**src/rtl/fsk_frame_modulator.sv**
```systemverilog
// Binary FSK byte modulator: frames each accepted byte as start/8 data (LSB first)/stop
// and emits each symbol as a square-wave tone whose half-period is set by the symbol value.
module fsk_frame_modulator #(
  parameter int HALF_MARK  = 4000,
  parameter int HALF_SPACE = 8000,
  parameter int BIT_CYCLES = 16000
) (
  input  logic       clk,
  input  logic       reset,
  input  logic [7:0] data_in,
  input  logic       data_valid,
  output logic       data_ready,
  output logic       tone_out,
  output logic       bit_out,
  output logic       tx_busy
);

  localparam int HMAX = (HALF_MARK > HALF_SPACE) ? HALF_MARK : HALF_SPACE;
  localparam int TW   = $clog2(HMAX + 1);
  localparam int BW   = $clog2(BIT_CYCLES);

  typedef enum logic [1:0] {S_IDLE, S_START, S_DATA, S_STOP} state_t;

  state_t          state_q, state_d;
  logic [7:0]      shreg_q, shreg_d;
  logic [2:0]      idx_q, idx_d;
  logic [BW-1:0]   bcnt_q, bcnt_d;
  logic [TW-1:0]   tcnt_q, tcnt_d;
  logic            tone_q, tone_d;
  logic            bit_q, bit_d;

  logic            sym_end;
  logic [TW-1:0]   half_m1;
  logic [2:0]      idx_nxt;

  assign sym_end = (bcnt_q == BW'(BIT_CYCLES - 1));
  assign half_m1 = bit_q ? TW'(HALF_MARK - 1) : TW'(HALF_SPACE - 1);
  assign idx_nxt = idx_q + 3'd1;

  always_ff @(posedge clk) begin
    if (reset) begin
      state_q <= S_IDLE;
      shreg_q <= '0;
      idx_q   <= '0;
      bcnt_q  <= '0;
      tcnt_q  <= '0;
      tone_q  <= 1'b0;
      bit_q   <= 1'b1;
    end else begin
      state_q <= state_d;
      shreg_q <= shreg_d;
      idx_q   <= idx_d;
      bcnt_q  <= bcnt_d;
      tcnt_q  <= tcnt_d;
      tone_q  <= tone_d;
      bit_q   <= bit_d;
    end
  end

  always_comb begin
    state_d = state_q;
    shreg_d = shreg_q;
    idx_d   = idx_q;
    bcnt_d  = bcnt_q;
    tcnt_d  = tcnt_q;
    tone_d  = tone_q;
    bit_d   = bit_q;
    if (state_q == S_IDLE) begin
      tcnt_d = '0;
      tone_d = 1'b0;
      bcnt_d = '0;
      idx_d  = '0;
      bit_d  = 1'b1;
      if (data_valid) begin
        shreg_d = data_in;
        state_d = S_START;
        bit_d   = 1'b0;
      end
    end else begin
      bcnt_d = sym_end ? '0 : bcnt_q + 1'b1;
      if (tcnt_q == half_m1) begin
        tone_d = ~tone_q;
        tcnt_d = '0;
      end else begin
        tcnt_d = tcnt_q + 1'b1;
      end
      // Symbol boundary restarts the half-period count but never forces the tone level.
      if (sym_end) begin
        tcnt_d = '0;
        case (state_q)
          S_START: begin
            state_d = S_DATA;
            idx_d   = '0;
            bit_d   = shreg_q[0];
          end
          S_DATA: begin
            if (idx_q == 3'd7) begin
              state_d = S_STOP;
              bit_d   = 1'b1;
            end else begin
              idx_d = idx_nxt;
              bit_d = shreg_q[idx_nxt];
            end
          end
          default: begin
            state_d = S_IDLE;
            tone_d  = 1'b0;
            bit_d   = 1'b1;
          end
        endcase
      end
    end
  end

  assign data_ready = (state_q == S_IDLE);
  assign tx_busy    = (state_q != S_IDLE);
  assign tone_out   = tone_q;
  assign bit_out    = bit_q;

endmodule

```
**config.mk**
```make
export PLATFORM = sky130hd
export DESIGN_NAME = fsk_frame_modulator
export DESIGN_NICKNAME = d
export VERILOG_FILES = /design/src/rtl/fsk_frame_modulator.sv
export SDC_FILE = /design/constraint.sdc
export NUM_CORES = 1
export LEC_CHECK = 0
export BUFFER_PORTS_ARGS = -buffer_cell sky130_fd_sc_hd__buf_2
export CAP_MARGIN = 20
export CORE_MARGIN = 3
export CORE_UTILIZATION = 53
export DETAILED_ROUTE_END_ITERATION = 10
export PLACE_DENSITY_LB_ADDON = 0.25
export SYNTH_ARGS = -nofsm -noshare
export SYNTH_HDL_FRONTEND = slang
export SYNTH_SLANG_ARGS = --single-unit
```
**constraint.sdc**
```tcl
create_clock -name clk -period 1.75 [get_ports clk]
set_clock_uncertainty 0.1 [all_clocks]
set_input_delay 0.525 -clock clk [delete_from_list [all_inputs] [get_ports clk]]
set_output_delay 0.525 -clock clk [all_outputs]
set_load 0.02 [all_outputs]
```
Word level (Yosys, flattened, before mapping)
Index checks and enable logic that the tools add are counted.
W data, S select, Z words.
{ "totals": {"elab_cells": 49, "ff_bits": 42, "out_inout_bits": 4, "in_bits": 11} }
{ "classes": {"add_sub_neg": 3, "bitwise_logic": 1, "reduce_logical": 11, "eq_ne": 8, "n_lt_le_gt_ge": 1, "n_mux": 18} }
{ "ops": {"columns": ["cell", "n"], "rows": [
  ["$add A14 B1 Y14 const B", 1],
  ["$eq A14 B14 Y1 const B", 1],
  ["$add A13 B1 Y13 const B", 1],
  ["$eq A13 B13 Y1", 1],
  ["$mux W13", 1],
  ["$mux W1", 8],
  ["$mux W2", 4],
  ["$pmux W3 S2", 1],
  ["$reduce_and A3 Y1", 2],
  ["$reduce_bool A2 Y1", 3],
  ["$lt A3 B4 Y1 const B", 1],
  ["$ne A2 B2 Y1 const B", 2],
  ["$pmux W2 S2", 1],
  ["$reduce_or A2 Y1", 2],
  ["$reduce_or A4 Y1", 1],
  ["$add A3 B1 Y3 const B", 1],
  ["$bmux W1 S3", 1],
  ["$eq A3 B3 Y1 const B", 1],
  ["$mux W3", 1],
  ["$ne A3 B3 Y1 const B", 1],
  ["$reduce_or A3 Y1", 1],
  ["$eq A2 B1 Y1 const B", 1],
  ["$eq A2 B2 Y1 const B", 1],
  ["$logic_not A2 Y1", 1],
  ["other kinds (3)", 3]
]} }

Logic depth before layout (Yosys ltp)
{ "logic_depth": {"word_depth": 7, "mapped_depth": 7} }

Worst setup path after synthesis
Ideal clock, no wire load.
{ "synth_timing": {"path_type": "flip-flop to flip-flop", "start": "register bcnt_q[0]", "end": "register bcnt_q[10]", "required_time_ps": 1533, "arrival_time_ps": 1660, "stages_incl_launch_ff": 8, "n_path_buf": 2, "path_slack_ps": -127, "cell_sequence": "dfxtp_1 ha_1 nand2_1 or4_4 buf_6 nand2_1 buf_2 nor2_1"} }
{ "synth_between": {"elab_chain_cells": 2, "word_cells_on_any_way": 3, "cone_classes": "add/sub: 1; eq/ne: 1; reduce/logical: 1"} }
{ "synth_rtl": {"columns": ["item", "line", "rtl"], "rows": [
  ["start, declared", "27", "logic [BW-1:0] bcnt_q, bcnt_d;"],
  ["start signal, assigned", "53", "bcnt_q <= bcnt_d;"],
  ["branches (longest 2 deep; another with $add A14 B1 Y14)", null, null]
]} }
Several ways; the timed one is not identified.
A chain may end at the register's enable or synchronous reset.

Worst setup path in the final report
{ "layout_timing": {"start": "register bcnt_q[8]", "end": "register bit_q (netlist: bit_out)"} }
{ "layout_between": {"elab_chain_cells": 2} }
{ "layout_rtl": {"columns": ["item", "line", "rtl"], "rows": [
  ["$eq A14 B14 Y1", "36", "assign sym_end = (bcnt_q == BW'(BIT_CYCLES - 1));"],
  ["$reduce_bool A2 Y1 (no source line)", null, null],
  ["end signal, assigned", "56", "bit_q <= bit_d;"],
  ["end, declared", "30", "logic bit_q, bit_d;"]
]} }
Every way passes these cells.

==> results.json <==
{
  "status": "complete, but fails checks",
  "failed_checks": "negative setup slack",
  "layout_commonest_cell": "nor2_1",
  "r2r-end": "bit_out$_SDFFE_PP1P_",
  "row_count": 21,
  "worstPathCellList": "or3b_1, or4_4, a311o_1, a21oi_1",
  "grt_util_all_layers_pct": 19.1,
  "synthArstFlopShare_pct": 0,
  "fin_nets": 283,
  "ys_warn_count": 0,
  "vdd_drop_max_v": 0.000629,
  "final_cell_mix": "nor2_1, dfxtp_1, buf_4, nand2_1, xnor2_1",
  "clock_latency_ns": 0.30,
  "rsz0062_at_grt": "yes",
  "syn2layout_area_growth_pct": 23.8,
  "synth_cell_type_count": 37,
  "drc_errors": 0,
  "die_y_um": 66.5,
  "synth_seq_cells": 42,
  "regArea_um2": 853,
  "placed_cells": 303,
  "r2r_start": "bcnt_q[8]$_SDFF_PP0_",
  "syn_nets": 242,
  "dieArea_mm2": 0.00443,
  "ys.flop_type": "dfxtp_1",
  "synth_top_area_share_pct": 43.3,
  "p_leak_nw": 0.883,
  "layout_setup_ws_ns": -0.0369,
  "cts_root_buffer": "clkbuf_8",
  "n_fill_cell": 271,
  "crit_slowest_cell": "or4_4",
  "ant_nets": 0,
  "reg2reg_setup_slack_ns": -0.04,
  "cts_buffers": 5,
  "drive_gt1_share_pct": 26.3,
  "power_mw": 1.99,
  "worstPathArrival_ns": 1.92,
  "hold_violations": 0,
  "hp-class": "reg2reg",
  "synth_edf_count": 0,
  "power_density_mw_per_mm2": 828,
  "cp-end-kind": "register",
  "fmax_ghz": 0.560,
  "min_to": "shreg_q[5]$_SDFFE_PP0P_",
  "maxCapViolCount": 0,
  "seq_area_frac_synth_pct": 43.3,
  "ctsLongestPathBuffers": 2,
  "antenna_found_initial": 0,
  "first_pass_iters": 4,
  "hold_path_depth": 2,
  "stdcell_count": 312,
  "grt_pass1_vias": 1512,
  "cts_tree": "yes",
  "viasPerCell": 5.16,
  "num_io_pins": 15,
  "place.gp.congestion": 0.766,
  "worstPathRequired_ns": 1.88,
  "slew_viol_final": 0,
  "coreArea_mm2": 0.00344,
  "avgRoutedWirePerCell_um": 11.7,
  "fp.dieW_um": 66.5,
  "post-route-min-period_ns": 1.79,
  "worst_slew_pin_slew_ns": 0.377,
  "grt_pass1_wl_um": 6360,
  "min_from": "shreg_q[5]$_SDFFE_PP0P_",
  "start_kind": "register",
  "slew_headroom_pct": 74.9,
  "num_antenna_cells": 0,
  "overflow": 0,
  "avgSynthCellArea_um2": 8.67,
  "r2r_cells": 4,
  "dr_total_vias": 1610,
  "path_clk_slew_ns": 0.08,
  "synth_area_leader_cell": "dfxtp_1",
  "fin_crit_sh_pct": 102,
  "worst-path-max-fanout": 10,
  "cts.sinks": 42,
  "wl_um": 3640,
  "hpwl_um": 2690,
  "setup_violations": 2,
  "slowest_delay_ns": 0.51,
  "syn_area_mm2": 0.00194,
  "htreeDepth": 2,
  "start_util_pct": 56.4,
  "synth_area_leaders": "dfxtp_1, xnor2_1, nor2_1",
  "path_class": "reg2reg",
  "multi_input_area_mm2": 0.00108,
  "drt_iter0_drc": 66,
  "io_buffers": 14,
  "grt_max_degree": 15,
  "synth_cells": 224
}
## state kept, by name (all words and copies together) (netlist names)
name      count
bcnt_q       14
tcnt_q       13
shreg_q       8
idx_q         3
state_q       2
bit_out       1
tone_out      1
## timing repair
action	in CTS	in global routing
gates resized for setup	9	3
setup buffers	0	1
hold endpoints to repair	0	0
pin swaps	0	1
setup endpoints to repair	15	30
hold buffers	0	0
## synth_stat cells, types with 2 or more instances
cell	instances
dfxtp_1	42
nand4_1	6
nor3_1	8
nor4_1	5
nand2b_1	4
o21ai_0	5
mux2i_1	2
nand3_1	10
and2_1	2
mux2_2	3
xnor2_1	19
a21oi_1	13
xor2_1	5
inv_1	8
ha_1	7
or4bb_1	2
clkbuf_1	2
nand2_1	24
nor2b_1	2
nor2_1	36
and3_1	3
## routing by layer
metal  GRT usage (%)  wire length (um)  up-vias
li1                -                 -      850
met1            23.3              1810      731
met2            30.4              1650       22
met3            6.75               127        7
met4            8.38                53        0
met5               0                 0        -
## report_power, final
part / switching, mW / internal, mW
registers: 0.0182 / 0.984
clock network: 0.343 / 0.427
logic: 0.122 / 0.0954
## stage by stage
| step | setup slack, ns | util [%] | setup TNS (ns) | hold slack (ns) | cell area, um2 |
|---|---|---|---|---|---|
| floorplan | -0.0235 | - | -0.0235 | 0.329 | 1980 |
| global placement | -0.0247 | 65.4 | -0.233 | 0.343 | 2250 |
| detailed placement | -0.0542 | 65.4 | -0.550 | 0.344 | 2250 |
| CTS | -0.0323 | 69.4 | -0.0609 | 0.346 | 2390 |
| global route | -0.0862 | 69.8 | -1.72 | 0.340 | 2400 |
| finish | -0.0369 | 69.8 | -0.0386 | 0.355 | 2400 |
## how the worst max path moves through the flow
stage | from | end | slack, ns
3_3_place_gp | tcnt_q[7]$_SDFF_PP0_ | tcnt_q[5]$_SDFF_PP0_ | -0.02
5_1_grt | tcnt_q[5]$_SDFF_PP0_ | tcnt_q[3]$_SDFF_PP0_ | -0.09
2_1_floorplan | bcnt_q[8]$_SDFF_PP0_ | bit_out$_SDFFE_PP1P_ | -0.02
3_5_place_dp | tcnt_q[7]$_SDFF_PP0_ | tcnt_q[10]$_SDFF_PP0_ | -0.05
4_1_cts | bcnt_q[8]$_SDFF_PP0_ | bit_out$_SDFFE_PP1P_ | -0.03
6_report | bcnt_q[8]$_SDFF_PP0_ | bit_out$_SDFFE_PP1P_ | -0.04
## worst max-delay path: cells and delay by family (launching register included)
kind / cells / cell delay [ns]
DFF: 1 / 0.31
and+or+nand+nor: 2 / 0.91
AOI/OAI and AO/OA: 2 / 0.40
## cells by family after synthesis
group	after synthesis	synth area share, %
simple gates	108	27.7
compound gates	24	7.54
mux	5	2.77
xor+xnor	24	10.8
flops	42	43.3
buf+inv	14	3.35
fa+ha+maj	7	4.51
## area by class of cell
cell class                      instances  share of cell area, %
Inverter                                8                   1.35
Timing Repair Buffer                   40                   11.3
Multi-Input combinational cell        168                   44.8
Tap cell                               46                   2.39
Clock inverter                          3                   1.82
Clock buffer                            5                   2.86
Sequential cell                        42                   35.5
No activity file was read; power rests on OpenSTA's default activity.
